--- src/rtl/counters_pkg.sv ---
// counters_pkg
// Shared constants for the counter stage and its event logger: the
// bit positions of a logged event record, the packing of the host status
// word, and the index of each threshold flag inside the event mask.
// No ports; imported by the logger and its FIFO.
package counters_pkg;

    // Event record layout (32 bits)
    localparam int REC_MASK_MSB = 31;
    localparam int REC_MASK_LSB = 29;
    localparam int REC_LOST     = 28;
    localparam int REC_TS_MSB   = 27;
    localparam int REC_TS_LSB   = 16;
    localparam int REC_C2       = 8;   // LSB of the 8-bit count2 field
    localparam int REC_C1       = 0;   // LSB of the 8-bit count1 field

    // Status word layout (32 bits)
    localparam int ST_DROP_LSB  = 24;
    localparam int ST_LOST      = 23;
    localparam int ST_FULL      = 17;
    localparam int ST_EMPTY     = 16;
    localparam int ST_LEVEL_LSB = 0;

    // Event-mask bit indices
    localparam int EV_C1_00 = 0;
    localparam int EV_C1_80 = 1;
    localparam int EV_C2_FF = 2;
    localparam int NUM_EV   = 3;

    typedef logic [31:0] record_t;

    function automatic record_t pack_record(
        input logic [NUM_EV-1:0] mask,
        input logic              lost,
        input logic [11:0]       ts,
        input logic [7:0]        c2,
        input logic [7:0]        c1
    );
        record_t r;
        r = '0;
        r[REC_MASK_MSB:REC_MASK_LSB] = mask;
        r[REC_LOST]                  = lost;
        r[REC_TS_MSB:REC_TS_LSB]     = ts;
        r[REC_C2 +: 8]               = c2;
        r[REC_C1 +: 8]               = c1;
        return r;
    endfunction

endpackage

--- src/rtl/counter_event_logger_if.sv ---
// counter_event_logger_if
// Host-side endpoint bundle of the event logger (okWireOut/okTriggerIn
// style access).
//   clear         host -> logger  one-cycle flush pulse
//   pop           host -> logger  one-cycle discard-head pulse
//   rd_data       logger -> host  head record, 0 when empty
//   status        logger -> host  drop count / lost / full / empty / level
//   nonempty_trig logger -> host  one-cycle empty->non-empty pulse
interface counter_event_logger_if;
    logic        clear;
    logic        pop;
    logic [31:0] rd_data;
    logic [31:0] status;
    logic        nonempty_trig;

    modport master (
        output clear,
        output pop,
        input  rd_data,
        input  status,
        input  nonempty_trig
    );

    modport slave (
        input  clear,
        input  pop,
        output rd_data,
        output status,
        output nonempty_trig
    );
endinterface

--- src/rtl/event_fifo.sv ---
// event_fifo
// Synchronous show-ahead FIFO of 32-bit event records.
//   sys_clk  in   clock
//   reset_n  in   synchronous active-low reset
//   push     in   write din this cycle
//   pop      in   discard head this cycle (ignored when empty)
//   clear    in   flush; overrides push and pop
//   din      in   record to write
//   full     out  DEPTH entries held
//   empty    out  no entries held
//   level    out  number of entries held
//   head     out  oldest entry (undefined when empty)
module event_fifo import counters_pkg::*; #(
    parameter int DEPTH = 16
) (
    input  logic                       sys_clk,
    input  logic                       reset_n,
    input  logic                       push,
    input  logic                       pop,
    input  logic                       clear,
    input  record_t                    din,
    output logic                       full,
    output logic                       empty,
    output logic [$clog2(DEPTH):0]     level,
    output record_t                    head
);
    localparam int AW = $clog2(DEPTH);
    localparam logic [AW:0] PTR_ONE = {{AW{1'b0}}, 1'b1};

    record_t       mem [DEPTH];
    logic [AW:0]   wr_ptr;
    logic [AW:0]   rd_ptr;
    logic          do_push;
    logic          do_pop;

    assign level = wr_ptr - rd_ptr;
    // Level never exceeds DEPTH, and DEPTH is a power of two, so the
    // top level bit alone marks full.
    assign full  = level[AW];
    assign empty = (wr_ptr == rd_ptr);
    assign head  = mem[rd_ptr[AW-1:0]];

    // A pop on a full FIFO frees a slot for a push in the same cycle.
    assign do_pop  = pop && !empty && !clear;
    assign do_push = push && !clear && (!full || do_pop);

    always_ff @(posedge sys_clk) begin
        if (!reset_n) begin
            wr_ptr <= '0;
            rd_ptr <= '0;
        end else if (clear) begin
            wr_ptr <= '0;
            rd_ptr <= '0;
        end else begin
            if (do_pop)  rd_ptr <= rd_ptr + PTR_ONE;
            if (do_push) wr_ptr <= wr_ptr + PTR_ONE;
        end
    end

    always_ff @(posedge sys_clk) begin
        if (reset_n && do_push) mem[wr_ptr[AW-1:0]] <= din;
    end

endmodule

--- src/rtl/counter_event_logger.sv ---
// counter_event_logger
// Detects rising edges of the counter threshold flags, stamps each event
// with both counter values and a tick timestamp, and queues the records
// for the host to drain one word at a time.
//   sys_clk     in   clock
//   reset_n     in   synchronous active-low reset
//   enable      in   gates event capture and timestamp advance
//   tick        in   timestamp advance strobe
//   count1/2    in   counter values captured into each record
//   count1eq00, count1eq80, count2eqFF  in  threshold level flags
//   host        slave side of counter_event_logger_if
module counter_event_logger import counters_pkg::*; #(
    parameter int DEPTH = 16,
    parameter int TS_W  = 12
) (
    input  logic                    sys_clk,
    input  logic                    reset_n,
    input  logic                    enable,
    input  logic                    tick,
    input  logic [7:0]              count1,
    input  logic [7:0]              count2,
    input  logic                    count1eq00,
    input  logic                    count1eq80,
    input  logic                    count2eqFF,
    counter_event_logger_if.slave   host
);
    localparam int LVL_W = $clog2(DEPTH) + 1;

    logic [NUM_EV-1:0] flags;
    logic [NUM_EV-1:0] prev;
    logic [NUM_EV-1:0] mask;
    logic              ev;
    logic              pop_ok;
    logic              push_ok;
    logic              drop;
    logic [TS_W-1:0]   ts;
    logic [7:0]        drop_cnt;
    logic              lost_pending;
    logic              trig_q;
    record_t           record;
    record_t           head;
    logic              fifo_full;
    logic              fifo_empty;
    logic [LVL_W-1:0]  fifo_level;

    always_comb begin
        flags           = '0;
        flags[EV_C1_00] = count1eq00;
        flags[EV_C1_80] = count1eq80;
        flags[EV_C2_FF] = count2eqFF;
    end

    assign mask    = flags & ~prev;
    assign ev      = enable && (mask != '0);
    assign pop_ok  = host.pop && !fifo_empty;
    assign push_ok = ev && !host.clear && (!fifo_full || pop_ok);
    assign drop    = ev && !host.clear && fifo_full && !pop_ok;
    assign record  = pack_record(mask, lost_pending, ts, count2, count1);

    event_fifo #(.DEPTH(DEPTH)) u_fifo (
        .sys_clk (sys_clk),
        .reset_n (reset_n),
        .push    (push_ok),
        .pop     (host.pop),
        .clear   (host.clear),
        .din     (record),
        .full    (fifo_full),
        .empty   (fifo_empty),
        .level   (fifo_level),
        .head    (head)
    );

    // prev resets to all ones so flags already high out of reset stay
    // silent, and it tracks the flags even while capture is disabled.
    always_ff @(posedge sys_clk) begin
        if (!reset_n) begin
            prev         <= '1;
            ts           <= '0;
            drop_cnt     <= '0;
            lost_pending <= 1'b0;
            trig_q       <= 1'b0;
        end else begin
            prev   <= flags;
            // Only a push into an empty FIFO can create the transition,
            // and the FIFO is non-empty the cycle after, so no back-to-back.
            trig_q <= push_ok && fifo_empty;
            if (host.clear) begin
                ts           <= '0;
                drop_cnt     <= '0;
                lost_pending <= 1'b0;
            end else begin
                if (tick && enable) ts <= ts + TS_W'(1);
                if (push_ok) begin
                    lost_pending <= 1'b0;
                end else if (drop) begin
                    lost_pending <= 1'b1;
                    if (drop_cnt != 8'hFF) drop_cnt <= drop_cnt + 8'd1;
                end
            end
        end
    end

    always_comb begin
        host.status                            = '0;
        host.status[ST_DROP_LSB +: 8]          = drop_cnt;
        host.status[ST_LOST]                   = lost_pending;
        host.status[ST_FULL]                   = fifo_full;
        host.status[ST_EMPTY]                  = fifo_empty;
        host.status[ST_LEVEL_LSB +: LVL_W]     = fifo_level;
    end

    assign host.rd_data       = fifo_empty ? '0 : head;
    assign host.nonempty_trig = trig_q;

endmodule

--- src/flat_wrapper.sv ---
// flat-port wrapper written by rule: the top's interface ports become plain ports
module counter_event_logger_flat import counters_pkg::*;
#(
    parameter int DEPTH = 16,
    parameter int TS_W  = 12
)
  (sys_clk, reset_n, enable, tick, count1, count2, count1eq00, count1eq80, count2eqFF, host_clear, host_pop, host_rd_data, host_status, host_nonempty_trig);
  counter_event_logger_if host_i ();
  input  logic sys_clk;
  input  logic reset_n;
  input  logic enable;
  input  logic tick;
  input  logic [7:0] count1;
  input  logic [7:0] count2;
  input  logic count1eq00;
  input  logic count1eq80;
  input  logic count2eqFF;
  input wire logic [$bits(host_i.clear)-1:0] host_clear;
  input wire logic [$bits(host_i.pop)-1:0] host_pop;
  output wire logic [$bits(host_i.rd_data)-1:0] host_rd_data;
  output wire logic [$bits(host_i.status)-1:0] host_status;
  output wire logic [$bits(host_i.nonempty_trig)-1:0] host_nonempty_trig;
  assign host_i.clear = host_clear;
  assign host_i.pop = host_pop;
  assign host_rd_data = host_i.rd_data;
  assign host_status = host_i.status;
  assign host_nonempty_trig = host_i.nonempty_trig;
  counter_event_logger #(.DEPTH(DEPTH), .TS_W(TS_W)) u_core (.sys_clk(sys_clk), .reset_n(reset_n), .enable(enable), .tick(tick), .count1(count1), .count2(count2), .count1eq00(count1eq00), .count1eq80(count1eq80), .count2eqFF(count2eqFF), .host(host_i));
endmodule
--- config.mk ---
export PLATFORM = sky130hd
export DESIGN_NAME = counter_event_logger_flat
export DESIGN_NICKNAME = d
export VERILOG_FILES = /design/src/rtl/counters_pkg.sv /design/src/rtl/counter_event_logger_if.sv /design/src/rtl/event_fifo.sv /design/src/rtl/counter_event_logger.sv /design/src/flat_wrapper.sv
export SDC_FILE = /design/constraint.sdc
export NUM_CORES = 1
export LEC_CHECK = 0
export ABC_AREA = 1
export BUFFER_PORTS_ARGS = -buffer_cell sky130_fd_sc_hd__buf_2
export CAP_MARGIN = 20
export CELL_PAD_IN_SITES_DETAIL_PLACEMENT = 1
export CELL_PAD_IN_SITES_GLOBAL_PLACEMENT = 1
export CORE_MARGIN = 4
export CORE_UTILIZATION = 50
export CTS_CLUSTER_SIZE = 8
export DETAILED_ROUTE_END_ITERATION = 16
export GPL_ROUTABILITY_DRIVEN = 0
export GPL_TIMING_DRIVEN = 1
export PLACE_DENSITY_LB_ADDON = 0.1
export SYNTH_ARGS = -nofsm -noshare
export SYNTH_HDL_FRONTEND = slang
export SYNTH_SLANG_ARGS = --single-unit
--- constraint.sdc ---
create_clock -name sys_clk -period 3.9 [get_ports sys_clk]
set_input_delay 0.195 -clock sys_clk [delete_from_list [all_inputs] [get_ports sys_clk]]
set_output_delay 0.195 -clock sys_clk [all_outputs]
set_load 0.02 [all_outputs]
# Yosys cells after proc, flatten, opt, wreduce, memory -nomap -nowiden
# Memories as Yosys holds them, arrays and structs flattened. A register that Yosys moved wholly into a read port is not among the register bits.
# Cells that the tools add are included.
[totals] regBits=35 ram_bits=512 wordCells=46 mem_count=1
[memory_table] memory="u_core.u_fifo.mem" depth=16 width=32 read_ports=1 rd_ports_with_merged_regs=1 wr=1 line="event_fifo.sv:30" text="record_t mem [DEPTH];"
[op_classes] add_sub_neg=5 eq_ne=2 n_mux=5 bitwise_logic=4 reduce_logical=22
[ops] op="32-bit 2-to-1 mux" count=1
[ops] op="12-bit by 1-bit adder with 12-bit output (second input constant)" count=1
[ops] op="1-bit logical AND" count=12
[ops] op="5-bit by 1-bit adder with 5-bit output (second input constant)" count=2
[ops] op="8-bit by 1-bit adder with 8-bit output (second input constant)" count=1
[ops] op="4-bit 2-to-1 mux" count=2
[ops] op="8-bit != test (second input constant)" count=1
[ops] op="5-bit equality test" count=1
[ops] op="5-bit subtractor" count=1
[ops] op="1-bit zero test" count=4
[ops] op="3-bit AND" count=1
[ops] op="3-bit NOT" count=1
[ops] op="3-bit AND reduction" count=1
[ops] op="3-bit nonzero test" count=1
[ops] op="3-bit OR reduction" count=1
[ops] op="1-bit logical OR" count=2
[ops] op="1-bit 2-to-1 mux" count=2
[ops] op="1-bit NOT" count=2
[ops] op="2-bit OR reduction" count=1

# Depth between registers and ports, before layout
# Gate-level depths: netlist (run 1).
[depth] ltp_word=11 mapped_depth=14

# By module
# Synthesis (run 1) repeated with hierarchy kept, for this count alone.
[hier_totals] cells_unflattened=2043 area_unflattened_um2=23697.7
[by_module_without_submodules] module="event_fifo" instances=1 cells_per_inst=1767 area_each_um2=21983.6 seq_area_each_um2=15655.0
[by_module_without_submodules] module="counter_event_logger" instances=1 cells_per_inst=276 area_each_um2=1714.1 seq_area_each_um2=500.5

# Worst setup path after synthesis (run 1)
# No wires, ideal clock.
[synth_path] path_kind="flip-flop to flip-flop" startpoint="register u_core.u_fifo.wr_ptr[0]" endpoint="memory u_core.u_fifo.mem[11][0] (netlist name), enable pin" setup_ps=421 arrival_ps=3088 required_ps=3479 setup_slack_ps=391 path_stages_with_launch=14 path_buffers=0 period_less_slack_ps=3509 path_cell_list="dfxtp_1 > inv_1 > ha_1 > inv_1 > fa_1 > nand2_1 > nand2_1 > nand2_1 > nand2_1 > nand2_2 > nor2_8 > nor2_4 > nand3_2 > nor2_1"
[synth_via] elab_chain_len=10
[synth_lines] element="start, declared" line="event_fifo.sv:31" text="logic [AW:0] wr_ptr;"
[synth_lines] element="start signal, assigned" line="event_fifo.sv:56" text="if (do_push) wr_ptr <= wr_ptr + PTR_ONE;"
[synth_lines] element="branches (longest 10 deep; another with 5-bit subtractor)"
[synth_lines] element="end, declared" line="event_fifo.sv:30"
# Parallel ways; which one is timed is not known.

# Worst setup path after layout (run 1)
[layout_path] startpoint="register u_core.u_fifo.wr_ptr[0]" endpoint="memory u_core.u_fifo.mem[13][8] (netlist name), enable pin"
# The elaborated chain is that of the path after synthesis.

==> results of run 1 <==
[through the flow]
step / instances / setup WS (ps) / total power [mW]
2_1_floorplan: 1992 / 391 / 6.71
3_3_place_gp: 2575 / 672 / 6.81
3_5_place_dp: 2575 / 604 / 6.82
4_1_cts: 2696 / 580 / 12.9
5_1_grt: 2696 / 389 / 13.2
6_report: 2696 / 602 / 12.8
[power groups by stage]
stage                     Sequential, mW  Combinational (mW)  Clock (mW)
after floorplan                     6.56               0.151           0
after global placement              6.56               0.249           0
after detailed placement            6.56               0.257           0
after CTS                           6.45               0.270        6.16
after global routing                6.44               0.296        6.44
final                               6.45               0.269        6.05
[per-layer routing]
| metal | part of all wire | track usage | up-vias |
|---|---|---|---|
| met4 | 0.023 | 0.0741 | 0 |
| met5 | 0 | 0 | - |
| met2 | 0.50 | 0.444 | 470 |
| met1 | 0.42 | 0.352 | 7861 |
| met3 | 0.057 | 0.0391 | 90 |
| li1 | - | - | 7047 |
[cells by family (layout without fill, tap and decap cells)]
kind of cell             Yosys count  after routing
other                              1             16
adder cells (fa/ha/maj)           12             12
XOR/XNOR                           9              9
flip-flops                       551            551
AND/OR/NAND/NOR                 1025           1025
AO/OA/AOI/OAI                    198            198
buffers and inverters            181            293
[path summary, 6_finish.rpt]
check	slack, ps	startpoint	end	depth (start not counted)
hold reg to reg	520	u_core.drop_cnt[3]$_SDFFE_PP0P_	u_core.drop_cnt[3]$_SDFFE_PP0P_	2
setup / recovery	600	u_core.u_fifo.wr_ptr[0]$_SDFFE_PP0P_	u_core.u_fifo.mem[13][8]$_DFFE_PP_	14
hold / removal	30	count2[6]	u_core.u_fifo.mem[6][14]$_DFFE_PP_	1
setup reg to reg	600	u_core.u_fifo.wr_ptr[0]$_SDFFE_PP0P_	u_core.u_fifo.mem[13][8]$_DFFE_PP_	14
[registers in the layout (all words and copies together) (netlist names), named ones only]
signal	flops
u_core.u_fifo.mem	512
u_core.prev	3
u_core.drop_cnt	8
u_core.ts	12
u_core.u_fifo.rd_ptr	5
u_core.host.nonempty_trig	1
u_core.u_fifo.wr_ptr	5
u_core.lost_pending	1
[layout make-up]
class | instances | area, um2 | area share
Sequential cell | 551 | 16200 | 0.620
Clock buffer | 102 | 2080 | 0.0800
Timing Repair Buffer | 137 | 1050 | 0.0401
Multi-Input combinational cell | 1260 | 5790 | 0.222
Inverter | 50 | 198 | 0.00758
Clock inverter | 4 | 42.5 | 0.00163
Tap cell | 592 | 741 | 0.0284
[cells in the final DEF (no fill, tap or decap), types with 2 or more instances in the layout]
cell | netlist | final
a21oi_1 | 118 | 118
nor3b_1 | 2 | 2
edfxtp_1 | 512 | 512
clkinv_2 | 0 | 2
dfxtp_1 | 39 | 36
inv_2 | 4 | 4
dlygate4sd3_1 | 0 | 15
conb_1 | 1 | 16
inv_6 | 0 | 4
dfxtp_4 | 0 | 2
clkbuf_1 | 39 | 22
nand2_1 | 619 | 619
nor3_1 | 5 | 5
or2_2 | 3 | 3
nand3_1 | 271 | 271
xor2_1 | 9 | 9
o21ai_0 | 46 | 46
buf_2 | 47 | 73
nand2_2 | 2 | 2
nor2_1 | 108 | 92
buf_12 | 0 | 13
clkbuf_16 | 0 | 80
ha_1 | 11 | 11
nand4_1 | 7 | 7
nor2_4 | 1 | 17
buf_4 | 27 | 36
o31ai_1 | 32 | 32
inv_1 | 44 | 42
[timing repair]
action | 4_1_cts | 5_1_grt
setup endpoints to repair | 0 | 0
hold endpoints to repair | 113 | 0
resized for setup | 0 | 0
hold buffers | 15 | 0
==> results.sh, run 1 <==
export IMPL_p_per_area_mw_per_mm2=490
export IMPL_synth_simple_area_share=0.189
export IMPL_synth_top_family_by_area="simple AND/OR/NAND/NOR gates"
export IMPL_required_ps=4120
export IMPL_power_internal_mw=10.2
export IMPL_slew_headroom=0.373
export IMPL_ys_flop_type="edfxtp_1"
export IMPL_yosysUniqueCellTypes=36
export IMPL_crit_path_top_delay_cell="buf_4"
export IMPL_num_io_pins=90
export IMPL_syn_to_final_growth_pct=14.8
export IMPL_worstMarginPinSlew_ps=941
export IMPL_core_area_mm2=0.0445
export IMPL_async_reset_ff_frac=0
export IMPL_hold_slack_ps=27.6
export IMPL_h_tree_depth=3
export IMPL_status="complete, no violations"
export IMPL_synthTopCellsByArea="edfxtp_1 68%, nand2_1 10%, nand3_1 6.0%, dfxtp_1 3.4%, a21oi_1 2.6%"
export IMPL_grt_ovfl_total=0
export IMPL_clkPwrFrac=0.474
export IMPL_fp_row_count=77
export IMPL_postCtsSetupBuffers=0
export IMPL_yosysSeqAreaShare=0.712
export IMPL_antenna_found_initial=0
export IMPL_cts_sinks=551
export IMPL_crit_chain="inv_1 > ha_1 > inv_1 > fa_1 > nand2_1 > nand2_1 > nand2_1 > nand2_1 > nand2_2 > o21ai_4 > nor2_2 > nand2_1 > nor2_4 > buf_4"
export IMPL_ys_ff_latch=551
export IMPL_synth_edf_count=512
export IMPL_clkTransAtPathRegs_ps=50
export IMPL_grt_pass1_vias=16300
export IMPL_setup_viol=0
export IMPL_dr_pass1_iters=5
export IMPL_grt_max_degree=161
export IMPL_layout_nets=2115
export IMPL_routedWlPerCell_um=23.8
export IMPL_clk_latency_ps=610
export IMPL_hold_class="input pin to register"
export IMPL_drt_iter0_markers=1321
export IMPL_dieArea_mm2=0.0489
export IMPL_syn_avg_cell_area_um2=11.5
export IMPL_synth_area_mux_share=0
export IMPL_cts_made_buffers=78
export IMPL_crit_family="simple AND/OR/NAND/NOR gates"
export IMPL_yosysWarnings=0
export IMPL_place_hpwl_mm=36.6
export IMPL_post_route_drc_count=0
export IMPL_critPathCaptureType="register"
export IMPL_criticalPathCategory="register to register"
export IMPL_drtAntennaViolNets=0
export IMPL_vias=15500
export IMPL_n_fill_cell=4590
export IMPL_crit_path_max_incr_delay_ps=500
export IMPL_synth_top_area_cell="edfxtp_1"
export IMPL_cts_tree="built"
export IMPL_p_sw_mw=2.59
export IMPL_grt_pass1_wl_mm=98.6
export IMPL_skew_ps=23.8
export IMPL_die_width_um=221
export IMPL_track_usage=0.260
export IMPL_cp_common_cell="nand2_1"
export IMPL_synth_xor_area_frac=0.00347
export IMPL_drv_slew=0
export IMPL_vdd_ir_drop_max_mv=0.311
export IMPL_finalHoldViolCount=0
export IMPL_routed_wl_mm=64.2
export IMPL_p_leak_nw=9.57
export IMPL_netlist_instances=1977
export IMPL_maxCapViolCount=0
export IMPL_io_buffers=73
export IMPL_synth_compound_area_frac=0.0478
export IMPL_viasPerCell=5.74
export IMPL_dpl_cell_area_mm2=0.0238
export IMPL_worstSetupStartpointType="register"
export IMPL_synth_top_area_frac=0.677
export IMPL_initial_core_util=0.510
export IMPL_p_seq_frac=0.505
export IMPL_arrival_ps=3520
export IMPL_fin_crit_sh=0.846
export IMPL_fmax_mhz=303
export IMPL_fin_crit_ps=3300
export IMPL_clockBufferDepth=3
export IMPL_synthAdderAreaFrac=0.00694
export IMPL_fp_dieH_um=221
export IMPL_antenna_cells=0
export IMPL_root_buffer="clkbuf_16"
export IMPL_combPwrFrac=0.021
export IMPL_synthTopCellsByCount="619 x nand2_1, 512 x edfxtp_1, 271 x nand3_1, 118 x a21oi_1, 108 x nor2_1"
export IMPL_rsz0062_at_grt="no"
export IMPL_drive_above_1_share=0.117
export IMPL_path_buf_inv=3
export IMPL_syn_area_mm2=0.0227
export IMPL_yosysMostFrequentCell="nand2_1"
export IMPL_fin_util=0.586
export IMPL_final_cell_area_mm2=0.0261
export IMPL_p_sw_frac=0.203
export IMPL_final_setup_tns_ps=0
export IMPL_path_max_fanout=32
No activity file was read; power rests on OpenSTA's default activity.
==> run 2: changes to the inputs <==
- ABC_AREA: 1 -> 0
- CORE_UTILIZATION: 50 -> 49
- clock period: 3.9 -> 3 ns (I/O delays scaled with it)
==> results.sh, run 2 <==
export IMPL_skew_ps=24.5
export IMPL_final_common_cell="edfxtp_1"
export IMPL_syn_to_final_growth_pct=20.0
export IMPL_fp_dieH_um=218
export IMPL_drtAntennaViolNets=0
export IMPL_hold_class="input pin to register"
export IMPL_track_usage=0.223
export IMPL_h_tree_depth=3
export IMPL_fmax_mhz=339
export IMPL_critPathCaptureType="output port"
export IMPL_netlist_instances=1003
export IMPL_cts_made_buffers=78
export IMPL_dieArea_mm2=0.0473
export IMPL_layout_cells_non_filler=1802
export IMPL_fin_crit_ps=2950
export IMPL_hold_depth=5
export IMPL_fin_crit_sh=0.984
export IMPL_largest_register_ffs=512
export IMPL_syn_avg_cell_area_um2=21.5
export IMPL_multi_input_area_mm2=0.00525
export IMPL_clockBufferDepth=3
export IMPL_dpl_cell_count=1660
export IMPL_most_common_layout_cells="512 x edfxtp_1, 160 x mux4_2, 84 x clkbuf_16"
export IMPL_place_hpwl_mm=29.3
export IMPL_worstSetupStartpointType="register"
export IMPL_fp_row_count=76
export IMPL_routedWlPerCell_um=28.6
export IMPL_drv_slew=0
export IMPL_slew_headroom=0.412
export IMPL_synth_top_area_cell="edfxtp_1"
export IMPL_yosysWarnings=0
export IMPL_yosysMostFrequentCell="edfxtp_1"
export IMPL_crit_chain="buf_12 > bufbuf_16 > mux4_2 > mux4_2 > and2_1 > buf_2"
export IMPL_maxCapViolCount=0
export IMPL_grt_pass1_vias=11700
export IMPL_r2r_end="u_core.u_fifo.mem[1][21]$_DFFE_PP_"
export IMPL_routed_wl_mm=51.5
export IMPL_finalHoldViolCount=0
export IMPL_grt_pass1_wl_mm=77.1
export IMPL_ys_flop_type="edfxtp_1"
export IMPL_viasPerCell=5.88
export IMPL_r2r_cells=11
export IMPL_arrival_ps=2800
export IMPL_r2r_setup_slack_ps=260
export IMPL_vias=10600
export IMPL_n_fill_cell=3652
export IMPL_async_reset_ff_frac=0
export IMPL_rsz0062_at_grt="yes"
export IMPL_antenna_found_initial=1
export IMPL_synthTopCellsByArea="edfxtp_1 71%, mux4_2 17%, dfxtp_1 3.6%, and2_1 0.96%, buf_4 0.70%"
export IMPL_worstMarginPinSlew_ps=880
export IMPL_min_to="u_core.u_fifo.rd_ptr[4]$_SDFFE_PP0P_"
export IMPL_p_leak_nw=8.56
export IMPL_worstHoldStart="host_clear"
export IMPL_grt_ovfl_total=0
export IMPL_status="complete, no violations"
export IMPL_seqCellArea_mm2=0.0162
export IMPL_drt_iter0_markers=920
export IMPL_hold_slack_ps=44.6
export IMPL_path_buf_inv=3
export IMPL_crit_path_top_delay_cell="mux4_2"
export IMPL_required_ps=2850
export IMPL_path_max_fanout=10
export IMPL_io_buffers=73
export IMPL_cts_sinks=551
export IMPL_yosysUniqueCellTypes=45
export IMPL_vdd_ir_drop_max_mv=0.425
export IMPL_die_width_um=218
export IMPL_cp_common_cell="mux4_2"
export IMPL_root_buffer="clkbuf_16"
export IMPL_criticalPathCategory="register to output port"
export IMPL_crit_path_max_incr_delay_ps=530
export IMPL_syn_area_mm2=0.0215
export IMPL_clkTransAtPathRegs_ps=50
export IMPL_num_io_pins=90
export IMPL_rr_startpoint="u_core.u_fifo.wr_ptr[0]$_SDFFE_PP0P_"
export IMPL_synthTopCellsByCount="512 x edfxtp_1, 160 x mux4_2, 39 x dfxtp_1, 33 x and2_1, 30 x clkbuf_1"
export IMPL_core_area_mm2=0.0433
export IMPL_initial_core_util=0.497
export IMPL_grt_max_degree=40
export IMPL_layout_nets=1228
export IMPL_post_route_drc_count=0
export IMPL_setup_viol=0
export IMPL_cts_tree="built"
export IMPL_crit_family="multiplexers"
export IMPL_yosysSeqAreaShare=0.751
export IMPL_ys_ff_latch=551
export IMPL_synth_top_area_frac=0.715
export IMPL_p_per_area_mw_per_mm2=637
export IMPL_dr_pass1_iters=5
export IMPL_synth_edf_count=512
export IMPL_drive_above_1_share=0.344
export IMPL_antenna_cells=0
export IMPL_clk_latency_ps=590
==> run 2: stage by stage <==
step	total power [mW]	instance area (um2)	setup WS (ps)	setup TNS (ps)	util
2_1_floorplan	8.64	21800	-361	-56570	-
3_3_place_gp	8.73	23200	312	0	0.536
3_5_place_dp	8.73	23200	255	0	0.536
4_1_cts	16.6	25700	-31.7	-88.1	0.595
5_1_grt	17.0	25800	-41.0	-197	0.597
6_report	16.4	25800	48.3	0	0.597
==> run 2: cell type report <==
type / instances / share of cell area
multi-input cells: 385 / 0.203
well taps: 585 / 0.0283
clock inverters: 3 / 0.00160
clock buffers: 103 / 0.0817
flip-flops and latches: 551 / 0.626
repair buffers: 162 / 0.0574
inverters: 13 / 0.00189
==> run 2: logic make-up (layout without fill, tap and decap cells) <==
| kind of cell | Yosys count | count (layout) | synth area share |
|---|---|---|---|
| AO/OA/AOI/OAI | 30 | 30 | 0.00907 |
| other | 1 | 16 | 0.000174 |
| adder cells (fa/ha/maj) | 12 | 12 | 0.00733 |
| multiplexers | 165 | 165 | 0.170 |
| XOR/XNOR | 17 | 17 | 0.00692 |
| AND/OR/NAND/NOR | 145 | 145 | 0.0369 |
| buffers and inverters | 82 | 281 | 0.0190 |
| flip-flops | 551 | 551 | 0.751 |
==> run 2: how the worst max path moves through the flow <==
stage,start,end,slack [ps],depth (start not counted)
finish,register,host_rd_data[13],50,6
global route,register,host_rd_data[11],-40,6
CTS,register,host_rd_data[27],-30,6
detailed placement,u_core.u_fifo.wr_ptr[0]$_SDFFE_PP0P_,u_core.u_fifo.mem[1][21]$_DFFE_PP_,260,11
global placement,u_core.u_fifo.wr_ptr[0]$_SDFFE_PP0P_,u_core.u_fifo.mem[1][21]$_DFFE_PP_,310,11
floorplan,u_core.prev[1]$_SDFF_PN1_,u_core.u_fifo.mem[5][0]$_DFFE_PP_,-360,5
==> run 2: worst reg2reg max path: cells and delay by family (launching register included) <==
kind | cells | cell delay [ps]
flops | 1 | 340
compound gates | 1 | 70
fa+ha+maj | 2 | 500
buf+inv | 4 | 830
simple gates | 4 | 580
==> run 2: routing by layer <==
metal	up-vias	routed length, um	track usage
li1	4483	-	-
met4	0	835	0.0551
met2	365	25900	0.367
met5	-	0	0
met3	70	2940	0.0400
met1	5679	21800	0.315
==> run 2: where the power goes <==
| group | total (mW) | switching [mW] | internal (mW) | leakage (nW) |
|---|---|---|---|---|
| registers | 8.37 | 0.00448 | 8.37 | 5.16 |
| clock network | 7.82 | 3.00 | 4.82 | 1.04 |
| logic | 0.248 | 0.165 | 0.0826 | 2.36 |
==> run 2: timing repair <==
| action | CTS | global route |
|---|---|---|
| hold endpoints to repair | 248 | 0 |
| hold buffers | 23 | 0 |
| gates cloned | 3 | 3 |
| setup endpoints to repair | 12 | 20 |
| buffers inserted | 3 | 4 |
| gates resized for setup | 4 | 1 |
